[src/rtl/clk_div_pkg.sv]
// Shared definitions for the fractional clock divider.
// Contents:
//   CNT_W_DEF   default width of the integer divisor field
//   H_MIN       shortest output period in sys_clk half-cycles (divide-by-1)
//   HC_EXTRA    extra bits the half-cycle counter needs beyond the divisor width
//   HC_W_DEF    half-cycle counter width for the default divisor width
//   run_state_e divider core mode: idle (output parked low) or running
package clk_div_pkg;

  localparam int CNT_W_DEF = 8;
  localparam int H_MIN     = 2;
  localparam int HC_EXTRA  = 2;
  localparam int HC_W_DEF  = CNT_W_DEF + HC_EXTRA;

  typedef enum logic {
    ST_IDLE = 1'b0,
    ST_RUN  = 1'b1
  } run_state_e;

endpackage

[src/rtl/clk_div_rst_sync.sv]
// Two-stage reset synchroniser: asserts asynchronously with sys_rst_n and
// releases on the second sys_clk posedge after sys_rst_n rises.
// Ports:
//   sys_clk       system clock
//   sys_rst_n     raw asynchronous active-low reset
//   rst_sync_n_o  reset for the divider core, release aligned to sys_clk
module clk_div_rst_sync (
  input  logic sys_clk,
  input  logic sys_rst_n,
  output logic rst_sync_n_o
);

  logic [1:0] sync_q;

  always_ff @(posedge sys_clk or negedge sys_rst_n) begin
    if (!sys_rst_n) begin
      sync_q <= 2'b00;
    end else begin
      sync_q <= {sync_q[0], 1'b1};
    end
  end

  assign rst_sync_n_o = sync_q[1];

endmodule

[src/rtl/clk_div_frac.sv]
// Fractional clock divider with half-cycle resolution.
// The output period is H = 2*div_int + div_half sys_clk half-cycles; clk_out
// is high for ceil(H/2) half-cycles and low for floor(H/2).
// Ports:
//   sys_clk      system clock (both edges used)
//   sys_rst_n    asynchronous active-low reset
//   en           output enable; dropping it finishes the current period
//   div_int      integer part of the divide ratio (0 is illegal -> H=2)
//   div_half     adds half a sys_clk cycle to the period
//   cfg_load     one-cycle pulse capturing div_int/div_half into the shadow
//   clk_out      divided clock
//   div_tick     one-cycle pulse per output period
//   cfg_pending  shadow configuration waiting for the next period boundary
//   cfg_err      sticky flag, set when div_int=0 is captured
//
// Output construction: each sys_clk cycle is two half-cycle slots. The
// posedge logic decides the level of both slots. p_q (posedge flop) and n_q
// (negedge flop) are combined with XOR; only one of them can change at any
// clock edge, so clk_out cannot glitch and never pulses shorter than a slot.
module clk_div_frac
  import clk_div_pkg::*;
#(
  parameter int CNT_W    = CNT_W_DEF,
  parameter int DEF_INT  = 1,
  parameter int DEF_HALF = 1
) (
  input  logic             sys_clk,
  input  logic             sys_rst_n,
  input  logic             en,
  input  logic [CNT_W-1:0] div_int,
  input  logic             div_half,
  input  logic             cfg_load,
  output logic             clk_out,
  output logic             div_tick,
  output logic             cfg_pending,
  output logic             cfg_err
);

  localparam int HC_W = CNT_W + HC_EXTRA;

  // Substitute configuration for an illegal div_int of zero.
  localparam logic [CNT_W-1:0] SUB_INT  = CNT_W'(H_MIN / 2);
  localparam logic             SUB_HALF = 1'(H_MIN % 2);
  localparam logic [CNT_W-1:0] RST_INT  = (DEF_INT == 0) ? SUB_INT : CNT_W'(DEF_INT);
  localparam logic             RST_HALF = (DEF_INT == 0) ? SUB_HALF : 1'(DEF_HALF);

  function automatic logic [HC_W-1:0] period_of(input logic [CNT_W-1:0] i,
                                                input logic             h);
    return {1'b0, i, 1'b0} + HC_W'(h);
  endfunction

  // Number of high slots in a period of h slots: ceil(h/2).
  function automatic logic [HC_W-1:0] hi_len(input logic [HC_W-1:0] h);
    return (h + HC_W'(1)) >> 1;
  endfunction

  logic rst_core_n;

  clk_div_rst_sync u_rst_sync (
    .sys_clk      (sys_clk),
    .sys_rst_n    (sys_rst_n),
    .rst_sync_n_o (rst_core_n)
  );

  run_state_e       state_q, state_d;
  logic [HC_W-1:0]  pos_q, pos_d;
  logic [CNT_W-1:0] act_int_q, act_int_d, shd_int_q;
  logic             act_half_q, act_half_d, shd_half_q;
  logic             pend_q, pend_d, err_q;
  logic             p_q, p_d, n_q;
  logic             d_odd_q, d_odd_d;
  logic             odd_start_q, odd_start_d;
  logic             tick_q, tick_d;

  logic [HC_W-1:0]  h_act, h_shd, h_e, h_o, pos_e, pos_o, pos_n;
  logic             bnd_e, stop_odd, apply, d_even;

  assign h_act = period_of(act_int_q, act_half_q);
  assign h_shd = period_of(shd_int_q, shd_half_q);

  // Shadow capture. The illegal zero divisor is replaced so the output keeps
  // running at divide-by-1.
  // NOTE: the shadow is configuration state, not bulk storage, so it gets a
  // defined reset value like every other control register.
  always_ff @(posedge sys_clk or negedge rst_core_n) begin
    if (!rst_core_n) begin
      shd_int_q  <= RST_INT;
      shd_half_q <= RST_HALF;
      err_q      <= 1'b0;
    end else if (cfg_load) begin
      if (div_int == '0) begin
        shd_int_q  <= SUB_INT;
        shd_half_q <= SUB_HALF;
        err_q      <= 1'b1;
      end else begin
        shd_int_q  <= div_int;
        shd_half_q <= div_half;
      end
    end
  end

  // Per-cycle schedule. pos_q is the position, within the current period,
  // of this cycle's posedge slot; the negedge slot is pos+1. A period may
  // therefore start on either slot, and a pending shadow is applied exactly
  // when a period starts.
  // NOTE: every combinational output gets a default first so no path leaves
  // a signal unassigned (which would infer a latch).
  always_comb begin
    state_d     = state_q;
    pos_d       = pos_q;
    act_int_d   = act_int_q;
    act_half_d  = act_half_q;
    apply       = 1'b0;
    d_even      = 1'b0;
    d_odd_d     = 1'b0;
    odd_start_d = 1'b0;
    tick_d      = odd_start_q;   // a rise on the previous negedge ticks now
    h_e         = h_act;
    h_o         = h_act;
    pos_e       = pos_q;
    pos_o       = '0;
    pos_n       = '0;
    stop_odd    = 1'b0;
    bnd_e       = (state_q == ST_IDLE) || (pos_q == '0);

    if (bnd_e && !en) begin
      state_d = ST_IDLE;
      pos_d   = '0;
    end else begin
      if (bnd_e) begin
        pos_e  = '0;
        tick_d = 1'b1;
        if (pend_q) begin
          apply      = 1'b1;
          act_int_d  = shd_int_q;
          act_half_d = shd_half_q;
          h_e        = h_shd;
        end
      end
      d_even = (pos_e < hi_len(h_e));
      pos_o  = pos_e + 1'b1;
      h_o    = h_e;

      // Period ends after the posedge slot: next period starts on negedge.
      if (pos_o == h_e) begin
        if (en) begin
          odd_start_d = 1'b1;
          pos_o       = '0;
          if (pend_q) begin
            apply      = 1'b1;
            act_int_d  = shd_int_q;
            act_half_d = shd_half_q;
            h_o        = h_shd;
          end
        end else begin
          stop_odd = 1'b1;
        end
      end

      if (stop_odd) begin
        state_d = ST_IDLE;
        pos_d   = '0;
      end else begin
        d_odd_d = (pos_o < hi_len(h_o));
        pos_n   = pos_o + 1'b1;
        pos_d   = (pos_n == h_o) ? '0 : pos_n;
        state_d = ST_RUN;
      end
    end

    // A load coinciding with a boundary keeps pending set for the new value.
    pend_d = cfg_load ? 1'b1 : (apply ? 1'b0 : pend_q);
    p_d    = d_even ^ n_q;
  end

  // NOTE: sequential state uses non-blocking assignments so every flop
  // samples the pre-edge value of every other flop.
  always_ff @(posedge sys_clk or negedge rst_core_n) begin
    if (!rst_core_n) begin
      state_q     <= ST_IDLE;
      pos_q       <= '0;
      act_int_q   <= RST_INT;
      act_half_q  <= RST_HALF;
      pend_q      <= 1'b0;
      p_q         <= 1'b0;
      d_odd_q     <= 1'b0;
      odd_start_q <= 1'b0;
      tick_q      <= 1'b0;
    end else begin
      state_q     <= state_d;
      pos_q       <= pos_d;
      act_int_q   <= act_int_d;
      act_half_q  <= act_half_d;
      pend_q      <= pend_d;
      p_q         <= p_d;
      d_odd_q     <= d_odd_d;
      odd_start_q <= odd_start_d;
      tick_q      <= tick_d;
    end
  end

  // Negedge half: chosen so that p_q ^ n_q equals the planned level of the
  // second slot of the cycle.
  always_ff @(negedge sys_clk or negedge rst_core_n) begin
    if (!rst_core_n) begin
      n_q <= 1'b0;
    end else begin
      n_q <= d_odd_q ^ p_q;
    end
  end

  assign clk_out     = p_q ^ n_q;
  assign div_tick    = tick_q;
  assign cfg_pending = pend_q;
  assign cfg_err     = err_q;

endmodule

[config.mk]
export PLATFORM = sky130hd
export DESIGN_NAME = clk_div_frac
export DESIGN_NICKNAME = d
export VERILOG_FILES = /design/src/rtl/clk_div_pkg.sv /design/src/rtl/clk_div_rst_sync.sv /design/src/rtl/clk_div_frac.sv
export SDC_FILE = /design/constraint.sdc
export NUM_CORES = 1
export LEC_CHECK = 0
export CAP_MARGIN = 20
export CORE_ASPECT_RATIO = 2
export CORE_MARGIN = 2
export CORE_UTILIZATION = 40
export CTS_CLUSTER_DIAMETER = 30
export DETAILED_ROUTE_END_ITERATION = 10
export GPL_TIMING_DRIVEN = 0
export PLACE_DENSITY = 0.67
export REMOVE_ABC_BUFFERS = 1
export SETUP_SLACK_MARGIN = 0.15
export SYNTH_ARGS = -nofsm -noshare
export SYNTH_HDL_FRONTEND = slang
export SYNTH_SLANG_ARGS = --single-unit
[constraint.sdc]
create_clock -name sys_clk -period 1.56 [get_ports sys_clk]
set_clock_uncertainty 0.2 [all_clocks]
set_input_delay 0.468 -clock sys_clk [delete_from_list [all_inputs] [get_ports sys_clk]]
set_output_delay 0.468 -clock sys_clk [all_outputs]
set_load 0.1 [all_outputs]
==> results of run 1 <==
routing by layer:
| metal | vias to the layer above | part of all wire (%) |
|---|---|---|
| met5 | - | 0 |
| met4 | 0 | 9.8 |
| met3 | 86 | 3.9 |
| met2 | 153 | 54 |
| met1 | 1743 | 32 |
| li1 | 1647 | - |
sequential cells by signal, summed over array words and instances, names as in the netlist:
register           count
div_tick               1
cfg_err                1
p_q                    1
odd_start_q            1
act_int_q              8
cfg_pending            1
shd_int_q              8
state_q                1
act_half_q             1
shd_half_q             1
n_q                    1
d_odd_q                1
pos_q                 10
u_rst_sync.sync_q      2
area by class of cell:
class                      count  area share, %
inverter                      13         0.9731
tap                          100          2.495
clock buffer                   5          2.495
timing repair buffer          86          17.12
clock inverter                 3         0.4242
multi-input combinational    342          57.04
sequential                    38          19.46
power groups by stage:
stage	clock network (mW)	registers (mW)	logic, mW
finish	1.05	1.80	9.94
global route	1.08	1.84	10.5
CTS	1.07	1.77	9.06
detailed placement	0	1.83	6.37
global placement	0	1.82	6.27
floorplan	0	1.83	4.57
layout by cell type (no fill, tap or decap), types with 8 or more instances in the layout:
master / n
nand2_1: 35
dfrtp_1: 23
xnor2_1: 19
nor3_1: 15
ha_1: 16
buf_4: 48
o21ai_0: 8
a21oi_1: 15
inv_1: 10
nor2_1: 28
and2_1: 10
o21a_1: 10
mux2i_1: 9
mux2_2: 15
xor2_1: 15
buf_6: 16
nand2b_1: 8
nand3_1: 12
critical path, stage by stage (launching register included):
cell and delay, ns:
dfrtp_2 0.43, or4_4 0.58, o31ai_4 0.26, buf_6 0.17
mux2_4 0.35, xnor2_4 0.17, and4_4 0.22, and4_4 0.18
nor2b_4 0.15, ha_4 0.15, and3b_2 0.27, nand3_4 0.13
and3_4 0.23, or4_4 0.50, mux2i_1 0.14, nand3_1 0.09
or4_4 0.43, nor3_4 0.16, buf_6 0.13, buf_12 0.11
nor4_1 0.06
cell families (layout without fill, tap and decap cells):
family	Yosys count	in the layout	synth area share, %
buf+inv	36	107	4.304
flops	38	38	27.18
xor+xnor	40	40	10.39
simple gates	170	171	26.08
other cells	1	1	0.1066
fa+ha+maj	20	20	7.115
compound gates	80	80	15.51
mux	30	30	9.320
stage by stage:
stage                     std cells  utilization [%]  setup WS [ns]
after floorplan                 392                -         -4.186
after global placement          508            43.08         -6.055
after detailed placement        509            43.18         -5.825
after CTS                       569            55.42         -3.685
after global routing            587            58.39         -3.861
final                           587            58.39         -3.724
worst max-delay path by stage:
stage	startpoint	end	depth (start not counted)
2_1_floorplan	cfg_pending	pos_q[2]	16
3_3_place_gp	state_q	pos_q[6]	17
3_5_place_dp	state_q	pos_q[2]	20
4_1_cts	pos_q[0]	pos_q[5]	20
5_1_grt	pos_q[0]	pos_q[3]	20
6_report	pos_q[0]	pos_q[4]	20
timing repair:
action / in CTS / in global routing
cloned: 2 / 0
hold buffers: 0 / 1
resized for setup: 138 / 30
endpoints found under the hold margin: 0 / 2
pin swaps: 34 / 22
setup buffers: 50 / 17
setup endpoints to repair: 41 / 40
==> impl_metrics.ini, run 1 <==
[synthesis]
async_reset_ff_share_pct = 100.0
synth_top_cell_by_area = dfrtp_1
synth_top_area_share_pct = 23.48
syn_area_per_cell_um2 = 8.475
synth-edff-count = 0
synth-seq-cells = 38
synth-seq-area-share_pct = 27.18
synth.area.top_cells = dfrtp_1 (23%), ha_1 (7.1%), xnor2_1 (5.5%)
syn_area_um2 = 3517
yosys_warnings = 0
synth_common_cells = nand2_1 (35), dfrtp_1 (33), nor2_1 (29)
synth_flop_cell = dfrtp_1
yosysMostFrequentCell = nand2_1
yosys.cell_types.count = 62
syn_inst = 415

[pwr]
switchingPower_mw = 6.198
p_int_mw = 6.592
switching_share_pct = 48.46
p_comb_share_pct = 77.7
clkPwrFrac_pct = 8.2
leakagePower_nw = 2.148
finalPower_mw = 12.79
power_frac_seq_pct = 14.1
peakVddDrop_v = 0.001299
power_density_nw_per_um2 = 2550

[global_routing]
grt_pass1_vias = 3610
grt_overflow = 0
grt_pass1_wl_um = 20450
use_met2_pct = 52.62
grt_max_degree = 27
met1_usage_pct = 27.39
global_route.usage.total_pct = 28.55
grt-busiest-layer = met2
grtUsageMet3_pct = 3.387
antenna_found_initial = 0

[critical_path]
endpoint_kind = flop
cp.arrival_ns = 5.24
ff2ff_setup_slack_ns = -3.72
critPathKind = flop to flop
critPathRequiredTime_ns = 1.52
reg2reg_depth = 20
critPathMaxFanout = 5
reg2reg_to = pos_q[4]
crit_path_start_kind = flop
reg2reg_from = pos_q[0]

[timing]
rsz0062_at_grt = true
max_freq_mhz = 189.3
finalSetupViolCount = 28
slew_violations = 0
setup_tns_ns = -70.70
finalCriticalPeriod_ns = 5.284
worst_slew_pin_slew_ns = 0.6512
slew_headroom_pct = 56.59
holdWs_ns = 0.07067
setup_ws_ns = -3.724
finalCritPeriodShare_pct = 338.7
hold_viol = 0

[die]
die_y_um = 136.6
io_pins = 17
die_area_um2 = 9604
rows = 48
core_area_um2 = 8588
initial_core_util_pct = 40.95
die_w_um = 70.31

[route]
wl_um = 13550
ant_nets = 0
wl_per_cell_um = 23.07
drt_iter0_markers = 194
remaining_drc_errors = 0
num_vias = 3629
vias_per_cell = 6.182
dr.pass1.iters = 5

[layout]
multi_input_area_um2 = 2860
num-fill-cells = 747
seq_area_um2 = 975.9
areaGrowthSynthToFinish_pct = 42.58
layout-drive-gt1-share_pct = 37.78
antenna_cells = 0
stdcell_area_um2 = 5015
finalNetCount = 519

[place]
post-dp-hpwl_um = 8523
gp_congestion = 0.9499
dpl_cell_area_um2 = 3709
io_buffers = 16

[outcome]
status = complete, but fails checks
violations = setup timing

[worst_hold_path]
hold_path_class = flop to asynchronous set/reset pin

[clock_network]
clkLatencyLatePin_ns = 0.31
cts.sinks = 38
cts_inserted_buffers = 5
clockBufferDepth = 2
clk_pin_slew_ns = 0.06
clock-root-buffer = clkbuf_16
cts-htree-levels = 2
cts_tree = yes

[job]
cap_viol_max_count = 0
(Power assumes the default switching activity.)
==> run 2: changes to the inputs <==
ABC_AREA = 0   (was unset)
CTS_CLUSTER_SIZE = 40   (was unset)
clock period = 6.8 ns   (was 1.56 ns; I/O delays follow)
==> run 2 against run 1 <==
Effect of this change: the run now ends clean; die area unchanged; non-clock buffer count is 65 lower; worst setup slack better by 3.7 ns; power fell by 83%; routed wire length shrank 20%; highest routed layer unchanged.
==> impl_metrics.ini, run 2 (synthesis results as in run 1) <==
[outcome]
status = completed

[clock_network]
clockBufferDepth = 2
cts_inserted_buffers = 5
cts.sinks = 38
clock-root-buffer = clkbuf_16
cts_hold_buf = 0
clkLatencyLatePin_ns = 0.31
cts-htree-levels = 2
clk_pin_slew_ns = 0.06
cts_tree = yes

[timing]
rsz0062_at_grt = true
slew_headroom_pct = 33.21
setup_ws_ns = 0.0004379
holdWs_ns = 0.1492
hold_viol = 0
slew_violations = 0
finalSetupViolCount = 0
worst_slew_pin_slew_ns = 1.002

[layout]
stdcell_area_um2 = 3953
final_cell_mix = nand2_1 (35), dfrtp_1 (31), nor2_1 (29)
layout-drive-gt1-share_pct = 14.01
areaGrowthSynthToFinish_pct = 12.38
fin_util_pct = 46.02
regMostFlops = pos_q
largestRegisters = pos_q: 10 flops, act_int_q: 8 flops, shd_int_q: 8 flops
finalNetCount = 453
antenna_cells = 0
layout_commonest_cell = nand2_1
largest_register_ffs = 10

[worst_hold_path]
hold_path_class = flop to flop
min_path_cells = 0
min_from = u_rst_sync.sync_q[0]
min_to = u_rst_sync.sync_q[1]

[place]
dpl_cell_area_um2 = 3709
dp_slack_ns = -0.5853
post-dp-hpwl_um = 8523
io_buffers = 16
gp_congestion = 0.9499

[critical_path]
reg2reg_from = state_q
cp-startpoint = n_q
cp.arrival_ns = 4.56
critPathRequiredTime_ns = 4.56
endpoint_kind = output pin
ff2ff_setup_slack_ns = 0.46
critPathKind = flop to output pin
critPathMaxFanout = 2
reg2reg_depth = 20
critPathSlowestCell = dfrtn_1
crit_path_start_kind = flop
worst_path_largest_cell_delay_ns = 0.44
cp_cell_sequence = xor2_2 -> buf_12
reg2reg_to = pos_q[4]

[die]
initial_core_util_pct = 40.95
die_w_um = 70.31
die_y_um = 136.6
rows = 48
io_pins = 17
die_area_um2 = 9604
core_area_um2 = 8588

[global_routing]
grt_overflow = 0
antenna_found_initial = 0
grt_pass1_wl_um = 16790
global_route.usage.total_pct = 23.13
grt_pass1_vias = 3112
grt_max_degree = 37

[pwr]
p_int_mw = 1.070
switching_share_pct = 51.56
leakagePower_nw = 1.691
switchingPower_mw = 1.138
clkPwrFrac_pct = 10.8
power_density_nw_per_um2 = 558.6
peakVddDrop_v = 0.0002343
power_frac_seq_pct = 19.2
p_comb_share_pct = 70.0

[route]
num_vias = 3185
remaining_drc_errors = 0
wl_um = 10790
ant_nets = 0
dr.pass1.iters = 6
vias_per_cell = 6.113
wl_per_cell_um = 20.72
drt_iter0_markers = 197

[job]
cap_viol_max_count = 0
-- run 2: cell types whose count changed in the layout (fill, tap and decap cells not counted), sizes merged --
cell and delta:
dlygate4sd2 -4, clkbuf -1, clkdlybuf4s15 -2, dlygate4sd3 -1
dlymetal6s2s -1, clkdlybuf4s50 +11, and4 -1, buf -67
-- run 2: repair_timing --
item | CTS | global route
cloned | 0 | 0
setup buffers | 4 | 0
resized for setup | 13 | 10
endpoints found under the setup margin | 10 | 10
hold endpoints to repair | 0 | 0
pin swaps | 2 | 0
-- run 2: metrics by stage --
stage	cells	total power, mW	TNS (ns)
3_5_place_dp	509	1.886	-5.658
6_report	521	2.208	0
5_1_grt	521	2.356	-0.03721
4_1_cts	521	2.180	-0.002724
3_3_place_gp	508	1.863	-7.648
2_1_floorplan	392	1.485	-0.6969
-- run 2: worst max path at each step --
stage,to,cells after the start
floorplan,clk_out,1
global placement,pos_q[6],17
detailed placement,pos_q[2],20
CTS,clk_out,2
global route,clk_out,2
finish,clk_out,2
-- run 2: cell type report --
cell class              instances  area (µm²)
inverters                      13       48.80
clock inverters                 3       21.27
fillers                       868        4636
repair buffers                 21       207.7
multi-input cells             341        2464
flip-flops and latches         38       960.9
well taps                     100       125.1
clock buffers                   5       125.1
-- run 2: power by group through the flow --
stage	registers [mW]	clock network [mW]	logic (mW)
2_1_floorplan	0.420	0	1.07
3_3_place_gp	0.418	0	1.44
3_5_place_dp	0.420	0	1.47
4_1_cts	0.418	0.244	1.52
5_1_grt	0.439	0.249	1.67
6_report	0.424	0.238	1.55
-- run 2: metal layers --
layer / GRT usage [%] / vias to the layer above / wire length [µm]
li1: - / 1504 / -
met1: 22.98 / 1518 / 3713
met2: 43.40 / 119 / 5934
met3: 2.062 / 44 / 385
met4: 17.20 / 0 / 758
met5: 0 / - / 0
-- run 2: critical path, delay by kind of cell, from the launching register on --
family	cells	cell delay [ns]
flip-flops	1	0.44
XOR/XNOR	1	0.21
buffers and inverters	1	0.20
==> run 3: changes to the inputs <==
RECOVER_POWER = 25   (was unset)
==> run 3 against run 2 <==
Effect of this change: the run now ends with capacitance limit, slew limit left; register-to-register slack is essentially flat; worst hold slack is essentially flat; global-route usage is the same; sequential cell count is the same; die area is the same; power is essentially flat; worst setup slack is the same; clock power is essentially flat; combinational power is essentially flat; final area is essentially flat; first-iteration DRC count is the same; sequential power is essentially flat; critical endpoint unchanged.
==> impl_metrics.ini, run 3 (synthesis results as in run 1) <==
[critical_path]
worst_path_largest_cell_delay_ns = 0.44
critPathKind = flop to output pin
reg2reg_to = pos_q[4]
reg2reg_depth = 20
endpoint_kind = output pin
cp.arrival_ns = 4.56
cp_cell_sequence = xor2_2 -> buf_12
critPathSlowestCell = dfrtn_1
reg2reg_from = state_q
critPathRequiredTime_ns = 4.56
critPathMaxFanout = 2
ff2ff_setup_slack_ns = 0.46
crit_path_start_kind = flop

[clock_network]
cts_tree = yes
clk_pin_slew_ns = 0.06
cts_hold_buf = 0
cts.sinks = 38
cts_inserted_buffers = 5
cts-htree-levels = 2
clkLatencyLatePin_ns = 0.31
clock-root-buffer = clkbuf_16
clockBufferDepth = 2

[timing]
slew_violations = 37
rsz0062_at_grt = true
worst_slew_pin_slew_ns = 1.517
slew_headroom_pct = -1.160
holdWs_ns = 0.1493
finalSetupViolCount = 0
setup_tns_ns = 0
hold_viol = 0
setup_ws_ns = 0.0004379

[route]
dr.pass1.iters = 6
wl_per_cell_um = 20.72
vias_per_cell = 6.113
drt_iter0_markers = 197
ant_nets = 0
remaining_drc_errors = 0
num_vias = 3185
wl_um = 10790

[pwr]
leakagePower_nw = 1.692
peakVddDrop_v = 0.0002343
finalPower_mw = 2.208
power_density_nw_per_um2 = 558.7

[place]
dp_slack_ns = -0.5853
gp_congestion = 0.9499
dp_cells = 509
io_buffers = 16
post-dp-hpwl_um = 8523
dpl_cell_area_um2 = 3709

[die]
io_pins = 17
initial_core_util_pct = 40.95
core_area_um2 = 8588
die_w_um = 70.31
die_y_um = 136.6
rows = 48
die_area_um2 = 9604

[layout]
fin_cells = 521
regMostFlops = pos_q
fin_util_pct = 46.01
finalNetCount = 453
final_cell_mix = nand2_1 (35), dfrtp_1 (32), nor2_1 (29)
largest_register_ffs = 10
num-fill-cells = 869
stdcell_area_um2 = 3951
areaGrowthSynthToFinish_pct = 12.34
layout_commonest_cell = nand2_1
largestRegisters = pos_q: 10 flops, act_int_q: 8 flops, shd_int_q: 8 flops
layout-drive-gt1-share_pct = 13.78
antenna_cells = 0

[global_routing]
grt_pass1_vias = 3112
grt_pass1_wl_um = 16790
global_route.usage.total_pct = 23.13
grt_max_degree = 37
antenna_found_initial = 0
grt_overflow = 0

[worst_hold_path]
hold_path_class = flop to flop
min_from = u_rst_sync.sync_q[0]
min_path_cells = 0
min_to = u_rst_sync.sync_q[1]

[job]
cap_viol_max_count = 1

[outcome]
status = complete, but fails checks
violations = capacitance limit, slew limit
run 3: cell counts in the layout (fill, tap and decap cells not counted):
No cell type changed its count.
run 3: worst max-delay path by stage:
stage | slack [ns] | end | cells after the start | startpoint
final | 0.0004 | clk_out | 2 | n_q
after global routing | -0.04 | clk_out | 2 | n_q
after CTS | -0.003 | clk_out | 2 | n_q
after detailed placement | -0.59 | pos_q[2] | 20 | state_q
after global placement | -0.82 | pos_q[6] | 17 | state_q
after floorplan | -0.70 | clk_out | 1 | n_q
run 3: cell type report:
cell class,count,area (µm²),share of cell area (%)
tap,100,125.1,3.167
clock inverter,3,21.27,0.5383
inverter,13,48.80,1.235
timing repair buffer,21,207.7,5.256
clock buffer,5,125.1,3.167
sequential,38,959.7,24.29
multi-input combinational,341,2464,62.35
run 3: critical path, delay by kind of cell, from the launching register on:
kind	cells	cell delay, ns
xor+xnor	1	0.21
flops	1	0.44
buf+inv	1	0.20
run 3: repair_timing:
item,4_1_cts,5_1_grt
resized for setup,13,10
endpoints found under the setup margin,10,10
pin swaps,2,0
setup buffers,4,0
run 3: power breakdown:
part | internal, mW | switching, mW
logic | 0.638 | 0.908
clock network | 0.136 | 0.103
registers | 0.296 | 0.128
total | 1.07 | 1.14
run 3: layer usage:
| metal | up-vias | routed length [µm] | track usage, % |
|---|---|---|---|
| met5 | - | 0 | 0 |
| met4 | 0 | 758 | 17.20 |
| met3 | 44 | 385 | 2.062 |
| met2 | 119 | 5934 | 43.40 |
| met1 | 1518 | 3713 | 22.98 |
| li1 | 1504 | - | - |
==> RTL change 1: new RTL, settings of run 1 <==
Add an input register stage for `div_int`; this delays it by one clock. The other inputs are not delayed to match. Comments in the files are not updated.
--- a/src/rtl/clk_div_frac.sv
+++ b/src/rtl/clk_div_frac.sv
@@ -44,6 +44,12 @@
   localparam logic [CNT_W-1:0] RST_INT  = (DEF_INT == 0) ? SUB_INT : CNT_W'(DEF_INT);
   localparam logic             RST_HALF = (DEF_INT == 0) ? SUB_HALF : 1'(DEF_HALF);
 
+  logic [CNT_W-1:0] div_int_q;
+
+  always_ff @(posedge sys_clk) begin
+    div_int_q <= div_int;
+  end
+
   function automatic logic [HC_W-1:0] period_of(input logic [CNT_W-1:0] i,
                                                 input logic             h);
     return {1'b0, i, 1'b0} + HC_W'(h);
@@ -88,12 +94,12 @@
       shd_half_q <= RST_HALF;
       err_q      <= 1'b0;
     end else if (cfg_load) begin
-      if (div_int == '0) begin
+      if (div_int_q == '0) begin
         shd_int_q  <= SUB_INT;
         shd_half_q <= SUB_HALF;
         err_q      <= 1'b1;
       end else begin
-        shd_int_q  <= div_int;
+        shd_int_q  <= div_int_q;
         shd_half_q <= div_half;
       end
     end
Check against the original RTL: not checked (the comparison handles one clock edge and no latches or derived clocks); the edit may change what the design does.
==> RTL change 1 against run 1 <==
The run still ends with negative setup slack left. Worst hold slack gained 0.052 ns. Sequential cell count increased by 8. Highest routed layer unchanged. First-iteration DRC count rose by 94%. Cell area grew 8.3%. Global-route usage grew 0.16 points. Setup slack improved by 0.11 ns. Combinational power increased by 6%. Power up 7.6%. Area after synthesis rose by 3.9%. Wire length rose by 10%. Sequential power grew 10%.
==> RTL change 1: results (changes against run 1) <==
[sta]
setup_viol = 28  ; unchanged
setup_ws_ns = -3.62  ; was -3.72 ns
finalSetupTns_ns = -68.63  ; was -70.70 ns
tightest_slew_ns = 0.716  ; was 0.651 ns

[cells_and_area]
drive_gt1_share_pct = 42.1  ; was 37.8%
top_register = pos_q  ; unchanged
diodes = 0  ; unchanged
final_nets = 528  ; was 519

[worst_setup_path]
path_class = reg2reg  ; unchanged
cp.arrival_ns = 5.14  ; was 5.24 ns
worst-path-max-fanout = 8  ; was 5
reg2regPathDepth = 21  ; was 20
crit_end = pos_q[7]  ; was pos_q[4]
r2r_start = pos_q[1]  ; was pos_q[0]

[synthesis]
ys_types = 65  ; was 62
synth_area_leaders = dfrtp_1 23%, ha_1 6.8%, mux2_2 5.5%  ; was dfrtp_1 23%, ha_1 7.1%, xnor2_1 5.5%
post_synth_most_frequent_cells = 38 x nand2_1, 33 x dfrtp_1, 25 x nor2_1  ; was 35 x nand2_1, 33 x dfrtp_1, 29 x nor2_1
async_flop_share_pct = 82.6  ; was 100%
synth_ff_type = dfrtp_1  ; unchanged
synth_seq_area_share_pct = 30.5  ; was 27.2%
ys_warn_count = 0  ; unchanged

[pwr]
ir_worst_vdd_uv = 2030  ; was 1300 µV
power_leakage_nw = 2.38  ; was 2.15 nW

[outcome]
violations = negative setup slack  ; unchanged
status = finished with violations  ; unchanged

[clocking]
htreeDepth = 2  ; unchanged
ctsLongestPathBuffers = 2  ; unchanged
insertion_delay_ns = 0.31  ; about the same
numCtsBuffers = 5  ; unchanged

[placement]
gp_congestion = 1.04  ; was 0.950
dp_hpwl_um = 8290  ; was 8520 µm
io_buffer_count = 16  ; unchanged

[grt]
grt_pass1_vias = 3912  ; was 3610
grt_max_degree = 25  ; was 27
grt_usage_pct = 28.7  ; was 28.5%
grt_pass1_wl_um = 21400  ; was 20500 µm

[route]
wl_um = 14900  ; was 13500 µm
post_drt_via_cell_ratio = 6.52  ; was 6.18
drt_iter0_drc = 377  ; was 194

[hold_path]
hp-class = in2async  ; was reg2async

[RTL change 1: power by group]
group          internal, mW  total (mW)  switching, mW
sequential             1.53        1.98          0.453
clock                 0.802        1.28          0.473
combinational          4.73        10.5           5.79
[RTL change 1: critical path, stage by stage, from the launching register on]
cell and delay [ns]:
dfrtp_2 0.46, or4_4 0.58, buf_12 0.17, nor4_1 0.35, nor3_2 0.14, xor2_2 0.31, and4_4 0.33, nand3_4 0.10
and2_4 0.18, ha_4 0.16, and3_4 0.16, buf_4 0.14, buf_6 0.11, buf_6 0.11, buf_6 0.12, xnor2_2 0.12
or3_4 0.38, a211oi_2 0.19, o221ai_2 0.18, a211oi_4 0.30, buf_12 0.18, nor4_2 0.06
[RTL change 1: cells by family (layout without fill, tap and decap cells)]
logic type / count (synthesis) / in the layout / synth area share [%]
AOI/OAI and AO/OA: 82 / 83 / 15.7
and+or+nand+nor: 162 / 162 / 23.6
adders and majority gates: 20 / 20 / 6.85
muxes: 31 / 31 / 9.24
DFF: 46 / 46 / 30.5
xor gates and xnor gates: 43 / 43 / 10.7
other: 1 / 1 / 0.103
buffers and inverters: 24 / 110 / 3.25
[RTL change 1: repair_timing]
| item | CTS | global route |
|---|---|---|
| cloned | 1 | 0 |
| pin swaps | 33 | 19 |
| hold buffers | 0 | 1 |
| setup buffers | 49 | 29 |
| endpoints found under the hold margin | 0 | 2 |
| resized for setup | 147 | 46 |
| setup endpoints to repair | 41 | 40 |
[RTL change 1: stage by stage]
stage	hold WS [ns]	util (%)	area (µm²)	setup WS, ns	instances
2_1_floorplan	-0.0276	-	3560	-4.43	392
5_1_grt	0.130	60.7	5430	-3.75	598
6_report	0.123	60.7	5430	-3.62	598
3_5_place_dp	0.146	43.0	3850	-5.74	510
3_3_place_gp	0.137	43.0	3850	-5.64	510
4_1_cts	0.0357	55.5	4970	-3.52	568
[RTL change 1: worst min path at each step]
stage | start | end | cells after the start
finish | sys_rst_n | u_rst_sync.sync_q[1] | 1
global route | sys_rst_n | u_rst_sync.sync_q[1] | 1
CTS | u_rst_sync.sync_q[1] | state_q | 0
detailed placement | u_rst_sync.sync_q[0] | u_rst_sync.sync_q[1] | 0
global placement | u_rst_sync.sync_q[0] | u_rst_sync.sync_q[1] | 0
floorplan | sys_rst_n | u_rst_sync.sync_q[0] | 0
[RTL change 1: layout make-up]
type / count / area [µm²]
timing repair buffer: 95 / 950
tap: 102 / 128
clock inverter: 1 / 30.0
inverter: 7 / 38.8
fill: 643 / 3520
multi-input combinational: 340 / 3010
clock buffer: 7 / 143
sequential: 46 / 1140
[RTL change 1: routing by layer]
layer  vias to the layer above  track usage [%]  wire length, µm
met1                      1843             25.9             4450
met4                         0             25.3             1800
li1                       1664                -                -
met5                         -                0                0
met3                       117             5.60             1000
met2                       274             51.5             7680
==> RTL change 2: new RTL, settings of run 1 <==
Made on the original files. The package constant `CNT_W_DEF` goes from 8 to 10.
--- a/src/rtl/clk_div_pkg.sv
+++ b/src/rtl/clk_div_pkg.sv
@@ -7,7 +7,7 @@
 //   run_state_e divider core mode: idle (output parked low) or running
 package clk_div_pkg;
 
-  localparam int CNT_W_DEF = 8;
+  localparam int CNT_W_DEF = 10;
   localparam int H_MIN     = 2;
   localparam int HC_EXTRA  = 2;
   localparam int HC_W_DEF  = CNT_W_DEF + HC_EXTRA;
Ports: changed (resized div_int); port bits go from 17 to 19. No check against the original RTL was run, so the function may have changed too.
==> RTL change 2 against run 1 <==
The run still ends with negative setup slack left. Wire length rose by 20%. Setup slack got worse by 0.68 ns. Non-clock buffer count fell by 4. Die area rose by 28%. Power fell by 48%. Sequential cell count rose by 6. Cell area rose by 18%. Area after synthesis rose by 29%. Largest cell class unchanged.
==> RTL change 2: results (changes against run 1) <==
[sta]
worst_slew_margin_rel_pct = 28.0  ; was 56.6%
setup_viol = 32  ; was 28
setup_ws_ns = -4.41  ; was -3.72 ns

[worst_setup_path]
cp.arrival_ns = 5.92  ; was 5.24 ns
reg2regPathDepth = 23  ; was 20
crit_end = pos_q[7]  ; was pos_q[4]
r2r_start = pos_q[6]  ; was pos_q[0]
cpPeakStageDelay_ns = 0.61  ; was 0.58 ns

[synthesis]
synth_area_leaders = dfrtp_1 21%, xnor2_1 7.1%, ha_1 6.6%  ; was dfrtp_1 23%, ha_1 7.1%, xnor2_1 5.5%
muxShareOfSynthArea_pct = 11.6  ; was 9.32%
synth_compound_gate_area_share_pct = 15.2  ; was 15.5%
post_synth_most_frequent_cells = 39 x dfrtp_1, 37 x nand2_1, 37 x xnor2_1  ; was 35 x nand2_1, 33 x dfrtp_1, 29 x nor2_1
ys_types = 81  ; was 62
synth_seq_area_share_pct = 24.3  ; was 27.2%
synth-xor-area-share_pct = 11.0  ; was 10.4%

[pwr]
intPower_mw = 3.73  ; was 6.59 mW
p_comb_mw = 3.78  ; was 9.94 mW
pg_seq_mw = 1.62  ; was 1.80 mW
ir_worst_vdd_uv = 879  ; was 1300 µV
p_sw_share_pct = 43.9  ; was 48.5%

[clocking]
cts_resized = 98  ; was 138

[grt]
grt_pass1_wl_um = 24900  ; was 20500 µm
use_met1_pct = 25.6  ; was 27.4%
met3_usage_pct = 4.20  ; was 3.39%
gr-usage-met2_pct = 46.7  ; was 52.6%
grt_usage_pct = 27.1  ; was 28.5%
grt_pass1_vias = 4667  ; was 3610

[outcome]
violations = negative setup slack  ; unchanged
status = finished with violations  ; unchanged

[route]
vias = 4491  ; was 3629
routed-wl-met2_um = 8170  ; was 7330 µm
drt_iter0_drc = 297  ; was 194
wl_met1_um = 5240  ; was 4360 µm

[placement]
dp_hpwl_um = 11300  ; was 8520 µm
dpl_cell_area_um2 = 4830  ; was 3710 µm²

[cells_and_area]
drive_gt1_share_pct = 32.8  ; was 37.8%
final_nets = 614  ; was 519
top_regs = pos_q (12), act_int_q (10), shd_int_q (10)  ; was pos_q (10), act_int_q (8), shd_int_q (8)

## RTL change 2: cell types whose count changed after synthesis, moves of 6 or more
cell / before / now
xnor2_1: 22 / 37
or4_1: 1 / 7
dfrtp_1: 33 / 39
a21oi_1: 21 / 11
mux2i_1: 13 / 22
nor3_1: 22 / 12
nor2_1: 29 / 36
nor4b_2: 0 / 7
## RTL change 2: metrics by stage
| step | TNS (ns) | hold slack, ns | std cells | worst slack (ns) |
|---|---|---|---|---|
| floorplan | -115.66 | -0.0276 | 486 | -5.61 |
| global placement | -194.94 | 0.135 | 646 | -8.30 |
| detailed placement | -155.61 | -0.0627 | 650 | -7.40 |
| CTS | -92.24 | 0.0256 | 698 | -4.20 |
| global route | -99.21 | 0.0363 | 718 | -4.51 |
| finish | -96.43 | 0.0151 | 718 | -4.41 |
## RTL change 2: final cells by class
cell class              count  area (µm²)
fillers                   998        5290
multi-input cells         424        3610
flip-flops and latches     44        1120
repair buffers             82         781
well taps                 142         178
clock buffers               5         125
inverters                  18        67.6
clock inverters             3        46.3
